## src/rtl/cam_pixel_packer.sv

```systemverilog
// Camera byte-stream to RGB565 packer feeding an async FIFO write port (w_clk domain).
// Optional 2x2 downscale enabled by defining CAM_PACK_DECIMATE_EN (adds the decimate input).
//
// state   | meaning
// IDLE    | not capturing; arm clears sticky status and starts a capture
// WAIT_VS | armed, waiting for VSYNC fall (frame start)
// CAPTURE | packing bytes of the current frame until VSYNC rise (frame end)
module cam_pixel_packer #(
  parameter int LINE_PIXELS = 640,
  parameter int FRAME_LINES = 480,
  parameter int CNT_W       = 10
) (
  input  logic             w_clk,
  input  logic             w_rst,
  input  logic             cam_vsync,
  input  logic             cam_href,
  input  logic [7:0]       cam_data,
  input  logic             arm,
  input  logic             continuous,
`ifdef CAM_PACK_DECIMATE_EN
  input  logic             decimate,
`endif
  input  logic             w_full,
  input  logic             w_almost_full,
  output logic [15:0]      w_data,
  output logic             w_inc,
  output logic             busy,
  output logic             frame_done,
  output logic             frame_err,
  output logic             overflow,
  output logic [CNT_W-1:0] lines_dropped
);

  typedef enum logic [1:0] {IDLE, WAIT_VS, CAPTURE} state_t;

  localparam logic [CNT_W-1:0] CNT_MAX       = '1;
  localparam logic [CNT_W-1:0] CNT_ONE       = CNT_W'(1);
  localparam logic [CNT_W-1:0] LINE_PIX_C    = CNT_W'(LINE_PIXELS);
  localparam logic [CNT_W-1:0] FRAME_LINES_C = CNT_W'(FRAME_LINES);

  state_t           state, state_nxt;
  logic             vsync_d, href_d;
  logic             phase, skip_line, dec_line_off;
  logic [7:0]       hi_byte;
  logic [CNT_W-1:0] pix_cnt, line_cnt;

  logic frame_start, frame_end, line_start, href_fall;
  logic arm_clear, frame_clear, cap_active, end_frame;
  logic dec_on, dec_line_drop, pix_write_ok;

`ifdef CAM_PACK_DECIMATE_EN
  assign dec_on = decimate;
`else
  assign dec_on = 1'b0;
`endif

  assign frame_start = !cam_vsync && vsync_d;
  assign frame_end   = cam_vsync && !vsync_d;
  assign line_start  = cam_href && !href_d;
  assign href_fall   = !cam_href && href_d;

  // line_cnt still holds the zero-based index of the line that is starting
  assign dec_line_drop = dec_on && line_cnt[0];
  assign pix_write_ok  = !dec_line_off && !(dec_on && pix_cnt[0]);

  always_ff @(posedge w_clk or posedge w_rst) begin
    if (w_rst) state <= IDLE;
    else       state <= state_nxt;
  end

  always_comb begin
    state_nxt   = state;
    arm_clear   = 1'b0;
    frame_clear = 1'b0;
    cap_active  = 1'b0;
    end_frame   = 1'b0;
    case (state)
      IDLE: begin
        if (arm) begin
          state_nxt = WAIT_VS;
          arm_clear = 1'b1;
        end
      end
      WAIT_VS: begin
        if (frame_start) begin
          state_nxt   = CAPTURE;
          frame_clear = 1'b1;
        end
      end
      CAPTURE: begin
        if (frame_end) begin
          end_frame = 1'b1;
          state_nxt = continuous ? WAIT_VS : IDLE;
        end else begin
          cap_active = 1'b1;
        end
      end
      default: state_nxt = IDLE;
    endcase
  end

  always_ff @(posedge w_clk or posedge w_rst) begin
    if (w_rst) begin
      vsync_d       <= 1'b0;
      href_d        <= 1'b0;
      phase         <= 1'b0;
      skip_line     <= 1'b0;
      dec_line_off  <= 1'b0;
      hi_byte       <= '0;
      pix_cnt       <= '0;
      line_cnt      <= '0;
      w_data        <= '0;
      w_inc         <= 1'b0;
      busy          <= 1'b0;
      frame_done    <= 1'b0;
      frame_err     <= 1'b0;
      overflow      <= 1'b0;
      lines_dropped <= '0;
    end else begin
      vsync_d    <= cam_vsync;
      href_d     <= cam_href;
      w_inc      <= 1'b0;
      frame_done <= end_frame;
      busy       <= (state_nxt != IDLE);

      if (arm_clear) begin
        frame_err     <= 1'b0;
        overflow      <= 1'b0;
        lines_dropped <= '0;
      end

      if (frame_clear) begin
        line_cnt     <= '0;
        pix_cnt      <= '0;
        phase        <= 1'b0;
        skip_line    <= 1'b0;
        dec_line_off <= 1'b0;
      end

      // frame end also cuts off any line still in flight, dropping its partial byte
      if (end_frame) begin
        phase <= 1'b0;
        if (line_cnt != FRAME_LINES_C) frame_err <= 1'b1;
      end

      if (cap_active) begin
        if (line_start) begin
          pix_cnt      <= '0;
          dec_line_off <= dec_line_drop;
          if (line_cnt != CNT_MAX) line_cnt <= line_cnt + CNT_ONE;
          if (w_almost_full && !dec_line_drop) begin
            skip_line <= 1'b1;
            phase     <= 1'b0;
            if (lines_dropped != CNT_MAX) lines_dropped <= lines_dropped + CNT_ONE;
          end else begin
            skip_line <= 1'b0;
            hi_byte   <= cam_data;
            phase     <= 1'b1;
          end
        end else if (cam_href && !skip_line) begin
          if (!phase) begin
            hi_byte <= cam_data;
            phase   <= 1'b1;
          end else begin
            phase <= 1'b0;
            if (pix_cnt != CNT_MAX) pix_cnt <= pix_cnt + CNT_ONE;
            if (pix_write_ok) begin
              if (w_full) begin
                overflow  <= 1'b1;
                frame_err <= 1'b1;
              end else begin
                w_inc  <= 1'b1;
                w_data <= {hi_byte, cam_data};
              end
            end
          end
        end else if (href_fall) begin
          phase <= 1'b0;
          // a dangling high byte means the line had an odd byte count
          if (!skip_line && (pix_cnt != LINE_PIX_C || phase)) frame_err <= 1'b1;
        end
      end
    end
  end

endmodule

```

## config.mk

```make
export PLATFORM = sky130hd
export DESIGN_NAME = cam_pixel_packer
export DESIGN_NICKNAME = d
export VERILOG_FILES = /design/src/rtl/cam_pixel_packer.sv
export SDC_FILE = /design/constraint.sdc
export NUM_CORES = 1
export LEC_CHECK = 0
export ABC_AREA = 1
export CAP_MARGIN = 10
export CORE_ASPECT_RATIO = 0.5
export CORE_MARGIN = 1.5
export CORE_UTILIZATION = 30
export DETAILED_ROUTE_END_ITERATION = 8
export GPL_TIMING_DRIVEN = 0
export PLACE_DENSITY_LB_ADDON = 0.3
export SLEW_MARGIN = 20
export SYNTH_ARGS = -nofsm -noshare
export SYNTH_HDL_FRONTEND = slang
export SYNTH_SLANG_ARGS = --single-unit
```

## constraint.sdc

```tcl
create_clock -name w_clk -period 2.2 [get_ports w_clk]
set_input_delay 0.22 -clock w_clk [delete_from_list [all_inputs] [get_ports w_clk]]
set_output_delay 0.22 -clock w_clk [all_outputs]
set_load 0.03 [all_outputs]
```

; ---- Word-level counts from Yosys, hierarchy flattened
; Index checks and enable logic that the tools add are counted.
[word_totals]
mem_bits_ro = 0
reg_bits = 66
input_bits = 16
n_memories = 0
latchBits = 0
mem_bits_rw = 0
[classes]
n_mux = 71
n_reduce_logical = 17
div_mod_pow = 0
n_eq_ne = 9
shifts = 0
n_mul = 0
n_addsub = 3
bitwise = 3
n_lt_le_gt_ge = 0
[op_table]
columns = op, count
row1 = two-way mux 10 bit, 15
row2 = two-way mux 1 bit, 48
row3 = != test 10 bit (second input constant), 4
row4 = two-way mux 8 bit, 4
row5 = adder 10 x 1 -> 10 bit (second input constant), 3
row6 = != test 10 x 9 -> 1 bit (second input constant), 1
row7 = logical AND 1 bit, 6
row8 = two-way mux 2 bit, 3
row9 = one-hot mux 2 bit (3 select lines), 1
row10 = AND reduction 6 bit, 1
row11 = zero test 1 bit, 5
row12 = AND reduction 4 bit, 1
row13 = nonzero test 2 bit, 2
row14 = NOT 1 bit, 3
row15 = == test 2 x 1 -> 1 bit (second input constant), 1
row16 = == test 2 bit (second input constant), 1
row17 = zero test 2 bit, 1
row18 = != test 2 x 1 -> 1 bit (second input constant), 1
row19 = != test 2 bit (second input constant), 1
row20 = logical OR 1 bit, 1

; ---- Logic depth before layout (Yosys ltp)
[depth]
word_depth = 11
ltp_mapped = 10

; ---- Worst setup path before layout
; OpenSTA, ideal clock, no wires.
[synth_timing]
path_type = flip-flop to flip-flop
startpoint = reg lines_dropped[1]
endpoint = reg lines_dropped[0]
period_less_slack_ns = 1.523
path_buffers = 0
t_arrival_ns = 1.396
required_time_ns = 2.073
setup_slack_ns = 0.677
path_stages_with_launch = 9
cell_sequence = dfrtp_1 ha_1 nand2_1 inv_1 nand4_4 nand2_4 inv_2 nand2_1 o21ai_0
[synth_via]
elab_chain_len = 5
[synth_lines]
columns = element, line_no
row1 = start: declaration, 31  ; output logic [CNT_W-1:0] lines_dropped
row2 = start signal: assignment, 154  ; if (lines_dropped != CNT_MAX) lines_dropped <= lines_dropped + CNT_ONE;
row3 = != test 10 bit, 154
row4 = two-way mux 10 bit, 154
row5 = two-way mux 10 bit, 151  ; if (w_almost_full && !dec_line_drop) begin
row6 = two-way mux 10 bit, 147  ; if (line_start) begin
row7 = two-way mux 10 bit, 146  ; if (cap_active) begin
; Every way passes these cells.
; A chain may end at the register's enable or synchronous reset.

; ---- Worst setup path in the final report
[layout_timing]
startpoint = reg lines_dropped[9]
endpoint = out lines_dropped[9]
; No word-level cell between the ends.

==> metrics.md <==
| Metric | Value |
|---|---|
| Hpwl dp | 5900 um |
| Setup Crit Path Kind | flop to output port |
| DR vias | 2990 |
| Synthesized flop and latch total | 66 |
| Critical Path Start | lines_dropped[9] |
| Clk pin slew, worst setup/hold paths | 50 ps |
| Max cap viols | 0 |
| Top Ports | 47 |
| Syn nets | 472 |
| Syn_area_per_cell | 7.93 um2 |
| Main synth FF type | dfrtp_1 |
| Synth Area in Compound Gates | 0.0840 |
| Final wirelength | 8180 um |
| Startpoint types | flop |
| Hold Vio Cnt, Final | 0 |
| Max Slew Vio Count | 0 |
| Initial cell density of the core | 0.317 |
| Nets | 530 |
| Synth Warn # | 0 |
| Fmax | 0.581 GHz |
| Leak | 0.00220 uW |
| Antenna cells | 0 |
| Die area | 12600 um2 |
| Post-CTS Hold Fix Bufs | 0 |
| Sequential cell area fraction in the yosys report | 0.462 |
| Core footprint | 11300 um2 |
| Worst Hold Class | input port to async pin |
| Adder-cell share of the synthesized area | 0.0175 |
| CP Capture Type | output port |
| Global-route wire length before repair | 13900 um |
| Die Ht | 80.2 um |
| Crit Reg-Reg Startpoint | line_cnt[1] |
| Detailed Route Iter0 Violations | 199 |
| Total GRT Usage | 0.143 |
| Resize count post-CTS | 0 |
| Worst EP required | 1980 ps |
| Fin crit share | 0.783 |
| Post-Syn Instances | 451 |
| Mux cell area share after synthesis | 0 |
| DIE WIDTH | 157 um |
| GRT overflow | 0 |
| Top Family by Delay on Critical Path | buffers and inverters |
| RSZ-0062 raised after global routing | no |
| Crit-path slowest cell | clkdlybuf4s50_1 |
| Reg-to-reg setup timing slack | 640 ps |
| Fin Clk Skew | 2.23 ps |
| Worst Path Buf+Inv | 1 |
| Power Total | 4360 uW |
| Layout area overhead | 28.5% |
| Reg2reg end | line_cnt[1] |
| Largest net degree at the start of global routing | 48 |
| R2R depth | 8 |
| Outcome | finished clean |
| CTS tree | built |
| Netlist cell types | 30 |
| Worst Tran Pin Value | 649 ps |
| CTS buffer count | 9 |
| Worst path arrival time | 1500 ps |
| Cell Pwr Density | 949 nW/um2 |
| Slew headroom | 0.564 |
| Worst setup endpoint | lines_dropped[9] |
| Vias/cell | 4.44 |
| Final min period | 1720 ps |
| H-Tree Depth | 3 |
| Clock Sinks | 66 |
| Cell Area, Synth | 3570 um2 |
| Worst vdd ir | 0.000445 V |
| Main combinational cell family by area after synthesis | simple AND/OR/NAND/NOR gates |
| Post-Route Utilization | 0.407 |
| Port Buffers | 46 |
| DRC viols | 0 |
| Max incr delay on CP | 710 ps |
| CTS Root Cell | clkbuf_16 |
| DRT Pass-1 Iters | 4 |
| Wire per inst | 12.2 um |
| Vias in the first global route | 2820 |
| Final instance area | 4590 um2 |
| Clock buffer depth | 2 |
| Site row count | 27 |
| Final setup vio count | 0 |
| Critical path depth | 1 |
| EDFF count, synth | 0 |
| Share of synthesized registers carrying an async set or reset | 1.00 |
| Antenna Violating Nets Remaining | 0 |
| Post-Synth Simple-Gate Area | 0.330 |
| Placed cell area | 4260 um2 |
| RD Place Congestion | 0.827 |
| Clock Latency Late Sink | 330 ps |
| Worst-path maximum fanout | 4 |
| Share of layout cells above drive strength 1 | 0.128 |
| Ordered cell list for the critical path | clkdlybuf4s50_1 |
| Postcts setup bufs | 0 |
| Initial antenna violation count | 0 |
| Synth Area in XOR/XNOR | 0.0343 |
==> cell type report <==
cell class,count,area [um2]
Multi-Input combinational cell,324,1660
Sequential cell,66,1650
Clock inverter,6,90.1
Buffer,6,51.3
Timing Repair Buffer,47,488
Tap cell,159,199
Inverter,55,210
Fill cell,1140,6690
Clock buffer,10,239
==> registers in the layout, summed over array words and instances (netlist names), 2 cells and up <==
name and count:
pix_cnt 10, state 2, hi_byte 8, w_data 16
line_cnt 10, lines_dropped 10
==> kinds of logic after synthesis <==
logic type      count (synthesis)
simple gates                  259
flops                          66
buf+inv                        61
compound gates                 46
xor+xnor                       14
fa+ha+maj                       5
==> cell usage after synthesis, types with 5 or more instances <==
cell type | instances | area share
nand4_1 | 8 | 0.014
xor2_1 | 10 | 0.025
ha_1 | 5 | 0.018
nor2_4 | 5 | 0.016
nand3_1 | 40 | 0.056
nor2_1 | 24 | 0.025
nor3_1 | 7 | 0.0098
o21ai_0 | 15 | 0.021
a21oi_1 | 9 | 0.013
nand2_4 | 5 | 0.016
inv_2 | 5 | 0.0053
o21ai_2 | 17 | 0.042
inv_1 | 48 | 0.050
nand2_1 | 160 | 0.17
dfrtp_1 | 66 | 0.46
==> per-stage QoR <==
stage	hold slack, ps	instances	setup slack, ps	setup TNS (ps)
2_1_floorplan	251	451	325	0
3_3_place_gp	449	656	-963	-63370
3_5_place_dp	455	657	289	0
4_1_cts	186	673	452	0
5_1_grt	215	673	422	0
6_report	189	673	478	0
==> how the worst min path moves through the flow <==
stage,to,cells past startpoint,start
after detailed placement,w_data[12],2,hi_byte[4]
after global placement,w_data[13],2,hi_byte[5]
after floorplan,href_d,0,cam_href
final,busy,2,w_rst
after CTS,lines_dropped[9],2,w_rst
after global routing,lines_dropped[9],2,w_rst
==> cells in the final DEF (no fill, tap or decap), types with 4 or more instances in the layout <==
| cell type | netlist | layout |
|---|---|---|
| a21oi_1 | 9 | 9 |
| clkbuf_16 | 0 | 9 |
| clkdlybuf4s50_1 | 0 | 46 |
| dfrtp_1 | 66 | 66 |
| ha_1 | 5 | 5 |
| inv_1 | 48 | 47 |
| inv_2 | 5 | 5 |
| nand2_1 | 160 | 160 |
| nand2_4 | 5 | 5 |
| nand3_1 | 40 | 40 |
| nand4_1 | 8 | 8 |
| nor2_1 | 24 | 24 |
| nor2_4 | 5 | 5 |
| nor3_1 | 7 | 7 |
| o21ai_0 | 15 | 15 |
| o21ai_2 | 17 | 17 |
| xnor2_1 | 4 | 4 |
| xor2_1 | 10 | 10 |
==> routing by layer <==
metal / part of all wire / wire (um) / global-route usage
met5: 0 / 0 / 0
met4: 0.012 / 101 / 0.0481
met3: 0.035 / 289 / 0.0432
met2: 0.46 / 3800 / 0.231
met1: 0.49 / 3990 / 0.183
==> report_power, final <==
part | switching (uW) | internal [uW]
sequential | 208 | 1460
combinational | 688 | 439
clock | 539 | 1020
total | 1440 | 2920
Power figures use the tool's default switching activity.
